<file path="src/rtl/adc_spi_conv_pkg.sv">
// a2d_pkg: shared state type and constants for the slide-pot ADC SPI master
package a2d_pkg;
  typedef enum logic [2:0] {IDLE, FRM1, GAP, FRM2, DONE} conv_state_t;
  localparam logic [2:0] CH_B1  = 3'd0;
  localparam logic [2:0] CH_LP  = 3'd1;
  localparam logic [2:0] CH_B3  = 3'd2;
  localparam logic [2:0] CH_HP  = 3'd3;
  localparam logic [2:0] CH_B2  = 3'd4;
  localparam logic [2:0] CH_VOL = 3'd7;
  localparam int FRAME_BITS = 16;
endpackage

</file>
<file path="src/rtl/adc_spi_conv_spi_frame16.sv">
// spi_frame16: one 16-bit SPI frame, SCLK idles high, MOSI changes on fall, MISO sampled on rise
module spi_frame16 import a2d_pkg::*; #(
  parameter int SCLK_DIV = 32
) (
  input  logic        clk,
  input  logic        rst_n,
  input  logic        strt,
  input  logic [15:0] tx_data,
  input  logic        MISO,
  output logic        done,
  output logic [15:0] rx_data,
  output logic        SS_n,
  output logic        SCLK,
  output logic        MOSI
);
  localparam int CW = $clog2(SCLK_DIV);
  localparam logic [CW-1:0] PRE = CW'(SCLK_DIV * 3 / 4 - 1);
  localparam logic [CW-1:0] HALF_M1 = CW'(SCLK_DIV / 2 - 1);
  logic [CW-1:0] cnt, cnt_nxt;
  logic [4:0] bit_cnt;
  logic [15:0] tx_shift, rx_shift;
  logic first, wrap, rise;
  assign cnt_nxt = cnt + 1'b1;
  assign wrap = !SS_n && cnt == '1;
  assign rise = !SS_n && cnt == HALF_M1;
  assign done = wrap && bit_cnt == 5'(FRAME_BITS);
  assign MOSI = tx_shift[15];
  assign rx_data = rx_shift;
  // frame engine: divider, bit counter and both shift registers; the 17th wrap ends the frame
  always_ff @(posedge clk or negedge rst_n)
    if (!rst_n) begin
      cnt <= '0;
      bit_cnt <= '0;
      tx_shift <= '0;
      rx_shift <= '0;
      first <= 1'b0;
      SS_n <= 1'b1;
      SCLK <= 1'b1;
    end else if (strt && SS_n) begin
      cnt <= PRE;
      bit_cnt <= '0;
      tx_shift <= tx_data;
      rx_shift <= '0;
      first <= 1'b1;
      SS_n <= 1'b0;
      SCLK <= PRE[CW-1];
    end else if (done) begin
      cnt <= '0;
      bit_cnt <= '0;
      tx_shift <= '0;
      SS_n <= 1'b1;
      SCLK <= 1'b1;
    end else if (!SS_n) begin
      cnt <= cnt_nxt;
      SCLK <= cnt_nxt[CW-1];
      first <= first && !wrap;
      if (wrap && !first) tx_shift <= {tx_shift[14:0], 1'b0};
      if (rise) begin
        rx_shift <= {rx_shift[14:0], MISO};
        bit_cnt <= bit_cnt + 1'b1;
      end
    end
endmodule

</file>
<file path="src/rtl/adc_spi_conv.sv">
// adc_spi_conv: channel-select frame, SS_n gap, result frame, then a one-cycle completion strobe
module adc_spi_conv import a2d_pkg::*; #(
  parameter int SCLK_DIV = 32,
  parameter int GAP_CLKS = 32
) (
  input  logic        clk,
  input  logic        rst_n,
  input  logic        strt_cnv,
  input  logic [2:0]  chnnl,
  input  logic        MISO,
  output logic        cnv_cmplt,
  output logic [11:0] res,
  output logic        SS_n,
  output logic        SCLK,
  output logic        MOSI
);
  localparam int GW = $clog2(GAP_CLKS + 1);
  conv_state_t state;
  logic [2:0] chnl_q;
  logic [GW-1:0] gap_cnt;
  logic f_strt, f_done;
  logic [15:0] f_tx, rx_data;
  assign f_tx = (state == FRM1) ? {2'b00, chnl_q, 11'h000} : 16'h0000;
  spi_frame16 #(.SCLK_DIV(SCLK_DIV)) u_frm (
    .clk,
    .rst_n,
    .strt(f_strt),
    .tx_data(f_tx),
    .MISO,
    .done(f_done),
    .rx_data,
    .SS_n,
    .SCLK,
    .MOSI
  );
  // outer sequencer: the frame start fires one cycle early so SS_n stays high exactly GAP_CLKS cycles
  always_ff @(posedge clk or negedge rst_n)
    if (!rst_n) begin
      state <= IDLE;
      chnl_q <= '0;
      gap_cnt <= '0;
      f_strt <= 1'b0;
      cnv_cmplt <= 1'b0;
      res <= '0;
    end else begin
      f_strt <= 1'b0;
      cnv_cmplt <= 1'b0;
      case (state)
        IDLE: if (strt_cnv) begin
          chnl_q <= chnnl;
          f_strt <= 1'b1;
          state <= FRM1;
        end
        FRM1: if (f_done) begin
          gap_cnt <= '0;
          state <= GAP;
        end
        GAP: begin
          gap_cnt <= gap_cnt + 1'b1;
          if (gap_cnt == GW'(GAP_CLKS - 2)) begin
            f_strt <= 1'b1;
            state <= FRM2;
          end
        end
        FRM2: if (f_done) begin
          res <= rx_data[11:0];
          cnv_cmplt <= 1'b1;
          state <= DONE;
        end
        default: state <= IDLE;
      endcase
    end
endmodule

</file>
<file path="config.mk">
export PLATFORM = sky130hd
export DESIGN_NAME = adc_spi_conv
export DESIGN_NICKNAME = d
export VERILOG_FILES = /design/src/rtl/adc_spi_conv_pkg.sv /design/src/rtl/adc_spi_conv_spi_frame16.sv /design/src/rtl/adc_spi_conv.sv
export SDC_FILE = /design/constraint.sdc
export NUM_CORES = 1
export LEC_CHECK = 0
export ABC_AREA = 0
export CORE_MARGIN = 5
export CORE_UTILIZATION = 56
export DETAILED_ROUTE_END_ITERATION = 12
export DONT_BUFFER_PORTS = 1
export PLACE_DENSITY_LB_ADDON = 0.3
export SLEW_MARGIN = 10
export SYNTH_ARGS = -nofsm -noshare
export SYNTH_HDL_FRONTEND = slang
export SYNTH_SLANG_ARGS = --single-unit
</file>
<file path="constraint.sdc">
create_clock -name clk -period 1.9 [get_ports clk]
set_input_delay 0.38 -clock clk [delete_from_list [all_inputs] [get_ports clk]]
set_output_delay 0.38 -clock clk [all_outputs]
set_load 0.01 [all_outputs]
</file>
==> results of run 1 <==
==> path summary, 6_finish.rpt <==
path | startpoint | to | slack, ns | cells after the start
hold reg to reg | u_frm.rx_data[11] | u_frm.rx_data[11] | 0.51 | 1
max in group asynchronous | rst_n | u_frm.SCLK | 1.03 | 2
setup reg to reg | u_frm.cnt[1] | u_frm.bit_cnt[2] | 0.04 | 9
hold / removal | MISO | u_frm.rx_data[0] | 0.22 | 1
min in group asynchronous | rst_n | gap_cnt[1] | 0.59 | 2
setup / recovery | u_frm.cnt[1] | u_frm.bit_cnt[2] | 0.04 | 9
==> through the flow <==
step	utilization	hold WS [ns]	area (um2)
floorplan	-	0.0844	2510
global placement	0.609	0.0862	2650
detailed placement	0.609	0.0866	2650
CTS	0.653	0.206	2840
global route	0.661	0.189	2880
finish	0.661	0.217	2880
==> worst max-delay path: stages (launching register included) <==
cell     delay, ns
dfrtp_1       0.40
ha_2          0.20
and3_4        0.19
buf_4         0.13
ha_1          0.20
nor2b_4       0.15
buf_6         0.13
nand2_1       0.09
xor2_1        0.21
nor2_1        0.07
==> power groups by stage <==
stage	combinational (uW)	clock, uW	sequential [uW]
4_1_cts	38.1	897	1200
2_1_floorplan	5.41	0	1220
3_5_place_dp	6.19	0	1220
5_1_grt	42.4	972	1200
6_report	36.2	881	1200
3_3_place_gp	5.92	0	1220
==> final cells by class <==
type,instances,area [um2]
inverters,6,22.5
flip-flops and latches,56,1400
clock buffers,5,68.8
well taps,52,65.1
clock inverters,2,60.1
fillers,325,1480
repair buffers,20,186
multi-input cells,138,1070
==> placed cells by master, fill, tap and decap left out, types with 2 or more instances in the layout <==
cell type,instances
a21oi_1,11
a22o_1,13
and3_1,4
buf_4,15
bufinv_16,2
clkbuf_8,5
dfrtp_1,54
dfstp_2,2
ha_1,5
inv_1,6
mux2_2,15
nand2_1,14
nand3_1,5
nand4_1,2
nor2_1,14
nor3_1,2
nor3b_1,2
o21a_1,2
o21ai_0,4
o21ai_1,2
o22a_1,2
o2bb2ai_1,3
o31a_1,2
o31ai_1,4
or3b_2,2
xnor2_1,2
xor2_1,2
==> logic make-up (layout without fill, tap and decap cells) <==
| kind of cell | Yosys count | after routing | synth area share |
|---|---|---|---|
| buffers and inverters | 14 | 33 | 0.0275 |
| AO/OA/AOI/OAI | 54 | 54 | 0.161 |
| XOR/XNOR | 4 | 4 | 0.0140 |
| adder cells (fa/ha/maj) | 7 | 7 | 0.0351 |
| flip-flops | 56 | 56 | 0.562 |
| AND/OR/NAND/NOR | 57 | 57 | 0.129 |
| multiplexers | 16 | 16 | 0.0716 |
==> synthesized netlist by cell type (2+ instances only) <==
| cell | n |
|---|---|
| a21oi_1 | 12 |
| a22o_1 | 13 |
| and3_1 | 5 |
| buf_2 | 4 |
| dfrtp_1 | 54 |
| dfstp_2 | 2 |
| ha_1 | 7 |
| inv_1 | 6 |
| mux2_2 | 15 |
| nand2_1 | 14 |
| nand2b_1 | 2 |
| nand3_1 | 5 |
| nand4_1 | 2 |
| nor2_1 | 14 |
| nor2b_1 | 2 |
| nor3_1 | 2 |
| nor3b_1 | 2 |
| o21a_1 | 2 |
| o21ai_0 | 6 |
| o22a_1 | 2 |
| o2bb2ai_1 | 3 |
| o31a_1 | 2 |
| o31ai_1 | 4 |
| or3b_2 | 2 |
| xnor2_1 | 2 |
| xor2_1 | 2 |
==> flip-flops by register name (all words and copies together), names as in the netlist <==
register / cells
state: 3
u_frm.rx_data: 12
u_frm.bit_cnt: 5
gap_cnt: 6
cnv_cmplt: 1
f_strt: 1
u_frm.tx_shift: 5
res: 12
u_frm.cnt: 5
u_frm.SCLK: 1
u_frm.SS_n: 1
u_frm.first: 1
chnl_q: 3
==> metal layers <==
metal,up-vias,share of wire
met3,6,0.041
li1,789,-
met1,857,0.44
met2,40,0.51
met4,0,0.012
met5,-,0
==> repair_timing <==
item,in CTS,in global routing
endpoints found under the hold margin,56,0
pin swaps,0,2
hold buffers,2,0
setup buffers,0,1
gates cloned,0,1
resized for setup,6,8
setup endpoints to repair,25,22
==> results.json, run 1 <==
{
  "rows": 24,
  "clock-root-buffer": "clkbuf_8",
  "power.density_nw_per_um2": 736,
  "ant_nets": 0,
  "total_power_uw": 2120,
  "htree_levels": 2,
  "post-route-drc-count": 0,
  "critPathLaunchType": "flip-flop",
  "finalNonFillerCells": 279,
  "ys_ff_latch": 56,
  "clk_pin_slew_ns": 0.10,
  "io_pins": 23,
  "grt_max_degree": 57,
  "cts_tree": "yes",
  "relSlewSlack": 0.622,
  "syn_area_um2": 2500,
  "synth_cells": 208,
  "port_buffers": 0,
  "fin_skew_ns": 0.0101,
  "combPwrFrac": 0.017,
  "ys_warn_count": 0,
  "swShare": 0.184,
  "dieArea_um2": 5900,
  "ir_drop_uv": 483,
  "via_per_inst": 6.06,
  "arrival_ns": 2.06,
  "cp_max_fo": 4,
  "cts_buffers": 5,
  "synth_seq_area_share": 0.562,
  "seqPwrFrac": 0.567,
  "path_class": "flip-flop to flip-flop",
  "dieWidth_um": 76.8,
  "clockBufferDepth": 2,
  "syn_avg_cell_area_um2": 12.0,
  "rsz0062_at_grt": "no",
  "dp_cells": 268,
  "p_int_uw": 1730,
  "total_leakage_power_uw": 0.00135,
  "gp_congestion": 0.796,
  "clk_latency_ns": 0.31,
  "worstSetupEndpointType": "flip-flop",
  "die-height_um": 76.8,
  "grt_pass1_wl_mm": 8.55,
  "initial_core_util": 0.574,
  "drt_iter0_markers": 88,
  "wl_per_cell_um": 18.0,
  "place_hpwl_mm": 3.39,
  "grt.busiest_layer": "met2",
  "worst_slack_ns": 0.0425,
  "overflow": 0,
  "p_clk_frac": 0.416,
  "required_ns": 2.10,
  "drive_gt1_frac": 0.264,
  "fmax_mhz": 538,
  "maxSlewViolCount": 0,
  "tightestPinTransition_ns": 0.565,
  "setup-tns-final_ns": 0,
  "setup_violations": 0,
  "hold_viol": 0,
  "wirelength_mm": 5.03,
  "hold_path_class": "input pin to flip-flop",
  "grt_pass1_vias": 1731,
  "final.period_utilization": 0.978,
  "use_met3": 0.0410,
  "drt-pass1-iter-count": 4,
  "p_switching_uw": 390,
  "status": "complete, no violations",
  "post-place-ws_ns": -0.0493,
  "syn_nets": 222,
  "routed-via-count": 1692,
  "nets": 241,
  "yosysUniqueCellTypes": 48,
  "syn2layout_area_growth_pct": 15.2,
  "min_period_ns": 1.86,
  "cts.sinks": 56,
  "synth_top_cell_area_share": 0.541,
  "met2_usage": 0.293,
  "synth_top_area_cell": "dfrtp_1",
  "grt_usage": 0.178,
  "maxCapViolCount": 0,
  "coreArea_um2": 4350,
  "synthArstFlopShare": 1.00,
  "synth_edf_count": 0,
  "num_antenna_cells": 0,
  "synthFlopType": "dfrtp_1",
  "antenna_found_initial": 0,
  "grt_util_met1": 0.235,
  "synth_area_leaders": "dfrtp_1 (54%), mux2_2 (6.8%), a22o_1 (4.6%), ha_1 (3.5%), a21oi_1 (2.4%)"
}
Note: power is estimated with default switching activity, not from simulation.
==> run 2, diff against run 1 <==
--- a/config.mk
+++ b/config.mk
@@ -8,6 +8,7 @@
 export ABC_AREA = 0
 export CORE_MARGIN = 5
 export CORE_UTILIZATION = 56
+export CTS_CLUSTER_SIZE = 10
 export DETAILED_ROUTE_END_ITERATION = 12
 export DONT_BUFFER_PORTS = 1
 export PLACE_DENSITY_LB_ADDON = 0.3
==> results of run 2 <==
No change in the layout: final DEF, timing and power equal those of run 1.
==> run 3, diff against run 2 <==
--- a/config.mk
+++ b/config.mk
@@ -7,7 +7,8 @@
 export LEC_CHECK = 0
 export ABC_AREA = 0
 export CORE_MARGIN = 5
-export CORE_UTILIZATION = 56
+export CORE_UTILIZATION = 58
+export CTS_CLUSTER_DIAMETER = 50
 export CTS_CLUSTER_SIZE = 10
 export DETAILED_ROUTE_END_ITERATION = 12
 export DONT_BUFFER_PORTS = 1
@@ -15,4 +16,5 @@
 export SLEW_MARGIN = 10
 export SYNTH_ARGS = -nofsm -noshare
 export SYNTH_HDL_FRONTEND = slang
+export SYNTH_HIERARCHICAL = 1
 export SYNTH_SLANG_ARGS = --single-unit
==> results.json, run 3 <==
{
  "status": "finished, violations left",
  "violations": "hold timing, setup timing",
  "path_class": "flip-flop to flip-flop",
  "wirelength_mm": 6.82,
  "cts.sinks": 67,
  "dieWidth_um": 86.5,
  "clock-root-buffer": "clkbuf_8",
  "place_hpwl_mm": 4.24,
  "r2r_setup_slack_ns": -0.04,
  "via_per_inst": 5.84,
  "largest_reg_flops": 16,
  "nets": 360,
  "path_cells": "ha_2 -> and3_4 -> ha_4 -> nand2b_4 -> nor2_4 -> nand2_2 -> nor3_4 -> buf_6 -> buf_12 -> mux2_4",
  "dieArea_um2": 7480,
  "fmax_mhz": 515,
  "num_antenna_cells": 0,
  "slowest_delay_ns": 0.35,
  "final_cell_mix": "dfrtp_1 (65), nand2_1 (49), buf_4 (28), o21ai_1 (18), mux2i_1 (17)",
  "hold_path_class": "input pin to async pin",
  "grt_pass1_vias": 2482,
  "min_period_ns": 1.94,
  "rows": 27,
  "ys_warn_count": 6,
  "post-route-drc-count": 0,
  "htree_levels": 3,
  "final.period_utilization": 1.02,
  "coreArea_um2": 5610,
  "maxCapViolCount": 0,
  "grt_pass1_wl_mm": 12.1,
  "hold_viol": 67,
  "regMostFlops": "u_frm/tx_shift",
  "cpLargestDelayFamily": "simple AND/OR/NAND/NOR gates",
  "cp_slowest_cell": "dfrtp_1",
  "setup_violations": 12,
  "port_buffers": 0,
  "final_common_cell": "dfrtp_1",
  "syn_avg_cell_area_um2": 10.8,
  "maxSlewViolCount": 0,
  "arrival_ns": 2.16,
  "worstSetupEndpointType": "flip-flop",
  "ir_drop_uv": 554,
  "grt_usage": 0.207,
  "die-height_um": 86.5,
  "grt_max_degree": 68,
  "crit_buf_inv": 2,
  "final_core_util": 0.712,
  "total_leakage_power_uw": 0.00169,
  "gp_congestion": 0.761,
  "overflow": 0,
  "initial_core_util": 0.605,
  "syn_area_um2": 3390,
  "drt-pass1-iter-count": 5,
  "hold_ws_ns": -0.271,
  "rsz0062_at_grt": "yes",
  "r2r-end": "res[2]",
  "io_pins": 23,
  "cts_buffers": 9,
  "critPathLaunchType": "flip-flop",
  "total_power_uw": 2590,
  "routed-via-count": 2469,
  "r2r_start": "u_frm/cnt[0]",
  "placed_area_um2": 3660,
  "cp_max_fo": 7,
  "cts_tree": "yes",
  "dp_cells": 400,
  "drt_iter0_markers": 154,
  "finalNonFillerCells": 423,
  "clk_pin_slew_ns": 0.07,
  "ant_nets": 0,
  "worst_slack_ns": -0.0411,
  "fin_skew_ns": 0.00889,
  "ff2ff_path_depth": 10,
  "clk_latency_ns": 0.34,
  "wl_per_cell_um": 16.1,
  "clockBufferDepth": 2,
  "syn2layout_area_growth_pct": 17.6,
  "antenna_found_initial": 0,
  "synth_cells": 313,
  "required_ns": 2.12,
  "design_area_um2": 3990,
  "power.density_nw_per_um2": 649,
  "drive_gt1_frac": 0.259
}
-- run 3: worst max-delay path by stage --
stage	startpoint	to	slack, ns	cells past startpoint
3_3_place_gp	u_frm/cnt[1]	res[10]	0.0009	9
6_report	u_frm/cnt[0]	res[2]	-0.04	10
2_1_floorplan	u_frm/cnt[0]	res[0]	-0.25	10
3_5_place_dp	u_frm/cnt[0]	res[8]	-0.07	9
4_1_cts	u_frm/cnt[0]	res[8]	-0.06	10
5_1_grt	u_frm/cnt[0]	res[8]	-0.14	10
-- run 3: layout make-up --
type / count / area, um2
Inverter: 10 / 37.5
Clock inverter: 7 / 68.8
Clock buffer: 9 / 124
Multi-Input combinational cell: 225 / 1680
Tap cell: 72 / 90.1
Fill cell: 407 / 1620
Sequential cell: 67 / 1680
Timing Repair Buffer: 33 / 309
-- run 3: worst reg2reg max path, cell delays in order (launching register included) --
cell and delay (ns):
dfrtp_1 0.35, ha_2 0.18, and3_4 0.20, ha_4 0.14, nand2b_4 0.06, nor2_4 0.10
nand2_2 0.08, nor3_4 0.13, buf_6 0.14, buf_12 0.13, mux2_4 0.31
-- run 3: per-stage QoR --
step | setup TNS, ns | setup WS [ns]
finish | -0.355 | -0.0411
global route | -2.63 | -0.135
CTS | -0.596 | -0.0588
detailed placement | -0.890 | -0.0690
global placement | 0 | 0.000872
floorplan | -2.57 | -0.246
-- run 3: power breakdown --
group	internal (uW)	total [uW]	switching, uW
clock	600	1140	544
combinational	6.29	12.5	6.16
sequential	1430	1440	4.07
total	2040	2590	554
-- run 3: per-layer routing --
layer | vias up | global-route usage | part of all wire
met2 | 65 | 0.321 | 0.50
met1 | 1217 | 0.280 | 0.44
met5 | - | 0 | 0
met3 | 7 | 0.0523 | 0.044
met4 | 0 | 0.0793 | 0.013
li1 | 1180 | - | -
-- run 3: timing repair --
item | in CTS | in global routing
hold endpoints to repair | 67 | 67
gates cloned | 1 | 0
gates resized for setup | 16 | 1
setup endpoints to repair | 17 | 32
setup buffers | 5 | 1
pin swaps | 3 | 2
